$ cat config.mk
export PLATFORM = sky130hd
export DESIGN_NAME = cpu_step_sequencer
export DESIGN_NICKNAME = d
export VERILOG_FILES = /design/src/rtl/cpu_seq_pkg.sv /design/src/rtl/step_edge_detect.sv /design/src/rtl/cpu_step_sequencer.sv
export SDC_FILE = /design/constraint.sdc
export NUM_CORES = 1
export LEC_CHECK = 0
export CORE_MARGIN = 2
export CORE_UTILIZATION = 43
export CTS_CLUSTER_DIAMETER = 100
export CTS_CLUSTER_SIZE = 8
export DETAILED_ROUTE_END_ITERATION = 8
export PLACE_DENSITY = 0.74
export SLEW_MARGIN = 20
export SYNTH_ARGS = -nofsm -noshare
export SYNTH_HDL_FRONTEND = slang
export SYNTH_SLANG_ARGS = --single-unit
export TNS_END_PERCENT = 20
$ cat constraint.sdc
create_clock -name Clk -period 1.8 [get_ports Clk]
set_input_delay 0.18 -clock Clk [delete_from_list [all_inputs] [get_ports Clk]]
set_output_delay 0.18 -clock Clk [all_outputs]
set_load 0.05 [all_outputs]
$ cat src/rtl/cpu_seq_pkg.sv
// Shared types and constants for the unpipelined CPU step sequencer.
package cpu_seq_pkg;

  localparam int SEQ_MEM_WAIT_DEFAULT = 1;
  localparam int SEQ_WAIT_W           = 4;

  typedef enum logic [3:0] {
    IDLE     = 4'd0,
    FETCH    = 4'd1,
    DECODE   = 4'd2,
    EXEC     = 4'd3,
    MEM      = 4'd4,
    WB       = 4'd5,
    PCUPD    = 4'd6,
    REDIRECT = 4'd7,
    HALTED   = 4'd8
  } seq_state_t;

endpackage

$ cat src/rtl/step_edge_detect.sv
// Rising-edge detector for an already-debounced, synchronous push button.
module step_edge_detect (
  input  logic Clk,
  input  logic Rst,
  input  logic Step,
  output logic StepPulse
);

  logic step_reg;

  always_ff @(posedge Clk) begin
    if (!Rst) step_reg <= 1'b0;
    else      step_reg <= Step;
  end

  assign StepPulse = Step & ~step_reg;

endmodule

$ cat src/rtl/cpu_step_sequencer.sv
// Phase sequencer for the unpipelined CPU: fetch/decode/exec/mem/wb/pc-update.
// Optional breakpoint ports and logic are compiled in with SEQ_BREAKPOINT_EN.
module cpu_step_sequencer
  import cpu_seq_pkg::*;
#(
  parameter int MEM_WAIT = SEQ_MEM_WAIT_DEFAULT,
  parameter int CNT_W    = 16
) (
  input  logic             Clk,
  input  logic             Rst,
  input  logic             Step,
  input  logic             Run,
  input  logic             Jump,
  input  logic             Branch,
  input  logic             MemRead,
  input  logic             MemWrite,
  input  logic             RegWriteReq,
  input  logic             Halt,
  output logic             PcEn,
  output logic             IrLoad,
  output logic             MemEn,
  output logic             RegWe,
  output logic             Busy,
  output logic             Halted,
  output logic [CNT_W-1:0] InstrCount
`ifdef SEQ_BREAKPOINT_EN
  ,
  input  logic             BpValid,
  input  logic [31:0]      BpAddr,
  input  logic [31:0]      PcValue,
  output logic             BpHit
`endif
);

  seq_state_t              state_reg, state_next;
  logic [SEQ_WAIT_W-1:0]   wait_reg, wait_next;
  logic [CNT_W-1:0]        count_reg;
  logic                    step_pulse;
  logic                    start;
  logic                    retire;

  step_edge_detect u_step_edge (
    .Clk       (Clk),
    .Rst       (Rst),
    .Step      (Step),
    .StepPulse (step_pulse)
  );

`ifdef SEQ_BREAKPOINT_EN
  logic bp_match;
  // A matching PC holds off free-run; only a Step press moves past it.
  assign bp_match = BpValid && (PcValue == BpAddr);
  assign BpHit    = (state_reg == IDLE) && Run && bp_match;
  assign start    = step_pulse | (Run & ~bp_match);
`else
  assign start    = Run | step_pulse;
`endif

  always_comb begin
    state_next = state_reg;
    wait_next  = wait_reg;
    unique case (state_reg)
      IDLE:     if (start) state_next = FETCH;
      FETCH:    state_next = DECODE;
      DECODE:   state_next = Halt ? HALTED : EXEC;
      EXEC: begin
        if (MemRead || MemWrite) begin
          state_next = MEM;
          wait_next  = SEQ_WAIT_W'(MEM_WAIT - 1);
        end else begin
          state_next = WB;
        end
      end
      MEM: begin
        if (wait_reg == '0) state_next = WB;
        else                wait_next  = wait_reg - SEQ_WAIT_W'(1);
      end
      WB:       state_next = PCUPD;
      PCUPD:    state_next = (Jump || Branch) ? REDIRECT : IDLE;
      REDIRECT: state_next = IDLE;
      HALTED:   state_next = HALTED;
      default:  state_next = IDLE;
    endcase
  end

  assign retire = ((state_reg == PCUPD) && !(Jump || Branch)) ||
                  (state_reg == REDIRECT);

  always_ff @(posedge Clk) begin
    if (!Rst) begin
      state_reg <= IDLE;
      wait_reg  <= '0;
      count_reg <= '0;
    end else begin
      state_reg <= state_next;
      wait_reg  <= wait_next;
      if (retire) count_reg <= count_reg + CNT_W'(1);
    end
  end

  assign IrLoad     = (state_reg == FETCH);
  assign MemEn      = (state_reg == MEM);
  assign RegWe      = (state_reg == WB) && RegWriteReq;
  assign PcEn       = (state_reg == PCUPD) || (state_reg == REDIRECT);
  assign Busy       = (state_reg != IDLE) && (state_reg != HALTED);
  assign Halted     = (state_reg == HALTED);
  assign InstrCount = count_reg;

endmodule

# Word-level counts from Yosys, hierarchy flattened
# Index checks and enable logic that the tools add are counted.
# W data, S select, Z words.
# totals
register_bits	25
input_bits	10
# classes
n_addsub	2
eq_ne	13
mux	9
n_bitwise	3
n_reduce_logical	14
# op_table
operator	n
$pmux W4 S8	1
$mux W4	5
$add A16 B1 Y16 const B	1
$eq A4 B3 Y1 const B	4
$eq A4 B2 Y1 const B	2
$logic_not A4 Y1	2
$pmux W4 S2	1
$ne A2 B2 Y1 const B	3
$eq A4 B1 Y1 const B	1
$eq A4 B4 Y1 const B	1
$logic_or A1 B1 Y1	4
$ne A4 B4 Y1 const B	1
$reduce_bool A4 Y1	1
$sub A4 B1 Y4 const B	1
$logic_and A1 B1 Y1	3
$mux W3	1
$reduce_and A3 Y1	1
$ne A2 B1 Y1 const B	1
$reduce_and A2 Y1	1
$reduce_bool A2 Y1	1
$and A1 B1 Y1	1
$logic_not A1 Y1	1
$mux W1	1
$not A1 Y1	1
$or A1 B1 Y1	1

# Longest topological paths before layout
# depth
ltp_word	5
ltp_mapped	6
depth_no_buf	6

# Hierarchy
# Synthesis repeated with hierarchy kept, for this count alone.
# unflattened
cells_unflattened	154
area_unflattened_um2	1315.0
# by_module_without_submodules
module	n_inst	cells_each	area_each_um2	seq_area_each_um2
cpu_step_sequencer	1	151	1275.0	480.5
step_edge_detect	1	3	40.0	20.0

# Worst setup path after synthesis
# OpenSTA, ideal clock, no wires.
# synth_timing
path_type	flip-flop to output port
startpoint	register state_reg[0]
endpoint	output port Halted
arrival_ns	1.805
required_ns	1.620
path_slack_ns	-0.185
stages_incl_launch_ff	4
path_cell_list	dfxtp_1 -> buf_2 -> or3_1 -> nor2_1
# synth_via
elab_chain_len	1
# synth_lines
item	line_no	rtl
start: declaration	cpu_step_sequencer.sv:35	seq_state_t state_reg, state_next;
start signal: assignment	cpu_step_sequencer.sv:95	state_reg <= state_next;
$eq A4 B4 Y1	cpu_step_sequencer.sv:106	assign Halted = (state_reg == HALTED);
end: declaration	cpu_step_sequencer.sv:24	output logic Halted,
# No other way between the ends.

# Worst setup path in the final report
# Same ends and word-level chain as after synthesis.

==> impl_table.tex <==
\begin{tabular}{lr}
\hline
Metric & Value \\
\hline
\multicolumn{2}{l}{\textbf{Run status}} \\
\quad Run status & finished, violations left \\
\quad Violations in the final reports & DRC \\
\multicolumn{2}{l}{\textbf{Setup path}} \\
\quad Critical Path End Type & primary output \\
\quad Worst-path fanout max & 11 \\
\quad Arrival time at the worst endpoint & around 1.6 ns \\
\quad Worst Reg-to-Reg Cells & 4 \\
\quad Worst Setup Start Kind & register \\
\quad Setup slack of the worst register-to-register path & about 0.050 ns \\
\quad Kind of critical path & register to primary output \\
\quad Setup crit end & Halted \\
\quad Data required time at the worst endpoint & around 1.6 ns \\
\quad Setup crit start & state\_reg[0]\$\_SDFFE\_PN0P\_ \\
\quad Worst R2R End & wait\_reg[3]\$\_SDFFE\_PN0P\_ \\
\quad Worst R2R Start & state\_reg[1]\$\_SDFFE\_PN0P\_ \\
\multicolumn{2}{l}{\textbf{Place}} \\
\quad Post-detail-place hpwl & around 2.3 mm \\
\quad Placed instance count & 219 \\
\quad Count of port buffers added during placement & 31 \\
\quad Placed inst area & roughly 1700 um2 \\
\quad GPL Wtd Cong & roughly 0.82 \\
\quad Setup slack at placement & 0.0630 ns \\
\multicolumn{2}{l}{\textbf{Synth}} \\
\quad Number of enable flip-flop cells after synthesis & 0 \\
\quad Synthesized netlist net count & 166 \\
\quad Mapped Area & between 1000 and 1500 um2 \\
\quad Share of the yosys chip area belonging to registers & 0.388 \\
\quad Synth async-reset ratio & 0 \\
\quad Yosys cell types & 43 \\
\quad Number of synthesized register bits & 25 \\
\quad Syn\_area\_per\_cell & between 8 and 9 um2 \\
\quad Dominant register cell in the synthesized netlist & sky130\_fd\_sc\_hd\_\_dfxtp\_1 \\
\quad Syn. warnings & 0 \\
\quad Count of mapped cells out of synthesis & around 150 \\
\multicolumn{2}{l}{\textbf{Job}} \\
\quad \# Max-Cap Violations & 0 \\
\multicolumn{2}{l}{\textbf{Timing}} \\
\quad Final-report hold violation count & 0 \\
\quad Setup repair after global routing missed its margin & true \\
\quad FMAX & 558 MHz \\
\quad Period minus WS final & between 1.5 and 2 ns \\
\quad Total count of max-transition violations in the final report & 0 \\
\quad Minimum setup slack in the final design & about 0.009 ns \\
\quad Worst slew slack as a fraction of its limit & 0.659 \\
\quad Final setup violating endpoints & 0 \\
\quad Final clock period utilization by the worst path & 0.995 \\
\quad Actual transition at the worst max-transition pin & approximately 0.51 ns \\
\quad Worst clock skew & 0.00307 ns \\
\quad Min Hold Slack & 0.438 ns \\
\quad Summed negative setup slack over all endpoints & 0 ns \\
\multicolumn{2}{l}{\textbf{Floorplanning}} \\
\quad Cell Rows & 19 \\
\quad Effective utilization at floorplan & 0.460 \\
\quad Vertical extent of the die & about 60 um \\
\quad Width of the die & $\sim$59 um \\
\quad Count of pins on the block boundary & 32 \\
\quad Area of the placeable core & about 2800 um2 \\
\quad Die ar. & between 3000 and 4000 um2 \\
\multicolumn{2}{l}{\textbf{Layout}} \\
\quad Finished layout cell area & 1820 um2 \\
\quad Share of post-route cells with drive strength above 1 & 0.196 \\
\quad Area overhead of the layout relative to synthesis & 41.1\% \\
\quad Number of flip-flops in the largest register & 16 \\
\quad Net count reported at finish & approximately 210 \\
\quad ANT cells & 0 \\
\quad Utilization of the core after routing & 0.649 \\
\quad Cell Count, Final, Fillers Out & around 230 \\
\multicolumn{2}{l}{\textbf{Power}} \\
\quad Post-route total power & approximately 1.1 mW \\
\quad Maximum vdd drop & 365 uV \\
\quad Power density over cell area & just over 600 nW/um2 \\
\quad Leakage power summed over all cells & 0.838 nW \\
\multicolumn{2}{l}{\textbf{Route}} \\
\quad Total number of vias & about 1200 \\
\quad Number of iterations in the first detailed-routing pass & 7 \\
\quad Wirelength, routed & between 3 and 4 mm \\
\quad Remaining DRCs & 3 \\
\quad Average wire per cell in the routed design & around 14 um \\
\quad Via-to-Cell Ratio & around 5.5 \\
\quad Post-route ant nets & 0 \\
\quad Number of DRC markers in iteration 0 & 54 \\
\multicolumn{2}{l}{\textbf{Clock tree}} \\
\quad Number of hold buffers added after cts & 0 \\
\quad Cts bufs inserted & 3 \\
\quad Clock sink count & 25 \\
\quad CTS root buf & sky130\_fd\_sc\_hd\_\_clkbuf\_4 \\
\quad Clock latency reported for the late side of the worst-skew pair & $\sim$0.33 ns \\
\quad Clock edge transition at the registers on the reported setup and hold paths & about 0.14 ns \\
\quad Max Root-Sink Buffers & 2 \\
\quad H-tree depth & 1 \\
\quad Clock tree from TritonCTS & done \\
\multicolumn{2}{l}{\textbf{GRT}} \\
\quad Initial antenna violation count & 0 \\
\quad Overall Global Routing Usage & 0.200 \\
\quad Via count of the first global-routing pass & $\sim$1300 \\
\quad Largest net degree at the start of global routing & 19 \\
\quad Wire length of the first global-routing pass & around 5.4 mm \\
\quad Remaining global-route overflow & 0 \\
\multicolumn{2}{l}{\textbf{Min path}} \\
\quad Launch point of the worst hold path & Step \\
\quad Path category of the worst min-delay check & primary input to register \\
\hline
\end{tabular}
-- per-layer routing --
layer | vias up | share of wire | track usage
met5 | - | 0 | 0
met4 | 0 | 0.013 | 0.0747
li1 | 629 | - | -
met2 | 22 | 0.52 | 0.371
met1 | 583 | 0.43 | 0.226
met3 | 4 | 0.034 | 0.0352
-- area by class of cell --
class	instances	area, um2
well taps	31	38.8
clock buffers	3	22.5
repair buffers	43	463
clock inverters	1	7.51
fillers	239	983
multi-input cells	113	752
flip-flops and latches	25	504
inverters	9	33.8
-- cells in the final DEF, fill, tap and decap left out, types with 4 or more instances in the layout --
| master | Yosys | final |
|---|---|---|
| sky130_fd_sc_hd__or3_1 | 11 | 11 |
| sky130_fd_sc_hd__nand2_1 | 11 | 11 |
| sky130_fd_sc_hd__xor2_1 | 4 | 4 |
| sky130_fd_sc_hd__buf_4 | 1 | 13 |
| sky130_fd_sc_hd__a21oi_1 | 13 | 13 |
| sky130_fd_sc_hd__buf_12 | 0 | 5 |
| sky130_fd_sc_hd__o21ai_0 | 9 | 9 |
| sky130_fd_sc_hd__clkdlybuf4s50_1 | 0 | 16 |
| sky130_fd_sc_hd__dlymetal6s2s_1 | 0 | 7 |
| sky130_fd_sc_hd__nand3_1 | 9 | 9 |
| sky130_fd_sc_hd__inv_1 | 9 | 9 |
| sky130_fd_sc_hd__dfxtp_1 | 25 | 22 |
| sky130_fd_sc_hd__nor2_1 | 9 | 8 |
| sky130_fd_sc_hd__and3_1 | 4 | 4 |
-- synthesized netlist by cell type (all sizes together) (2+ instances only) --
| cell type | number | area [um2] |
|---|---|---|
| a21oi | 13 | 65.1 |
| and2 | 3 | 18.8 |
| and3 | 4 | 25.0 |
| and4 | 2 | 17.5 |
| buf | 3 | 17.5 |
| clkbuf | 3 | 11.3 |
| dfxtp | 25 | 500 |
| ha | 3 | 37.5 |
| inv | 9 | 33.8 |
| mux2 | 2 | 22.5 |
| nand2 | 11 | 41.3 |
| nand2b | 2 | 12.5 |
| nand3 | 9 | 45.0 |
| nand4 | 3 | 25.0 |
| nor2 | 9 | 33.8 |
| nor2b | 2 | 12.5 |
| nor3 | 3 | 15.0 |
| o211ai | 2 | 15.0 |
| o21ai | 9 | 45.0 |
| or3 | 11 | 68.8 |
| or4 | 2 | 16.3 |
| or4b | 2 | 23.8 |
| xnor2 | 2 | 17.5 |
| xor2 | 4 | 35.0 |
-- cell families after synthesis --
group                      Yosys count  share of synthesized area
buffers and inverters               15                     0.0484
adders and majority gates            3                     0.0291
AOI/OAI and AO/OA                   33                      0.162
and+or+nand+nor                     69                      0.315
DFF                                 25                      0.388
muxes                                2                     0.0174
xor gates and xnor gates             6                     0.0407
-- critical path, stage by stage (launching register included) --
cell and delay [ns]:
sky130_fd_sc_hd__dfxtp_1 0.35, sky130_fd_sc_hd__buf_4 0.17, sky130_fd_sc_hd__or3_1 0.44, sky130_fd_sc_hd__nor2_2 0.16, sky130_fd_sc_hd__buf_12 0.15
-- where the power goes --
group	internal [mW]	total (mW)	switching [mW]
Sequential	0.568	0.578	0.0100
Combinational	0.123	0.265	0.142
Clock	0.0852	0.267	0.181
-- how the worst min path moves through the flow --
stage                                                  to  depth (start not counted)
after floorplan           u_step_edge.step_reg$_SDFF_PN0_                          1
after global placement        InstrCount[15]$_SDFFE_PN0P_                          2
after detailed placement       InstrCount[1]$_SDFFE_PN0P_                          2
after CTS                 u_step_edge.step_reg$_SDFF_PN0_                          2
after global routing      u_step_edge.step_reg$_SDFF_PN0_                          2
final                     u_step_edge.step_reg$_SDFF_PN0_                          2
-- timing repair --
| item | CTS | global route |
|---|---|---|
| resized for setup | 2 | 13 |
| setup endpoints to repair | 2 | 18 |
| endpoints found under the hold margin | 0 | 0 |
| setup buffers | 0 | 2 |
| pin swaps | 0 | 2 |
(Power assumes the default switching activity.)
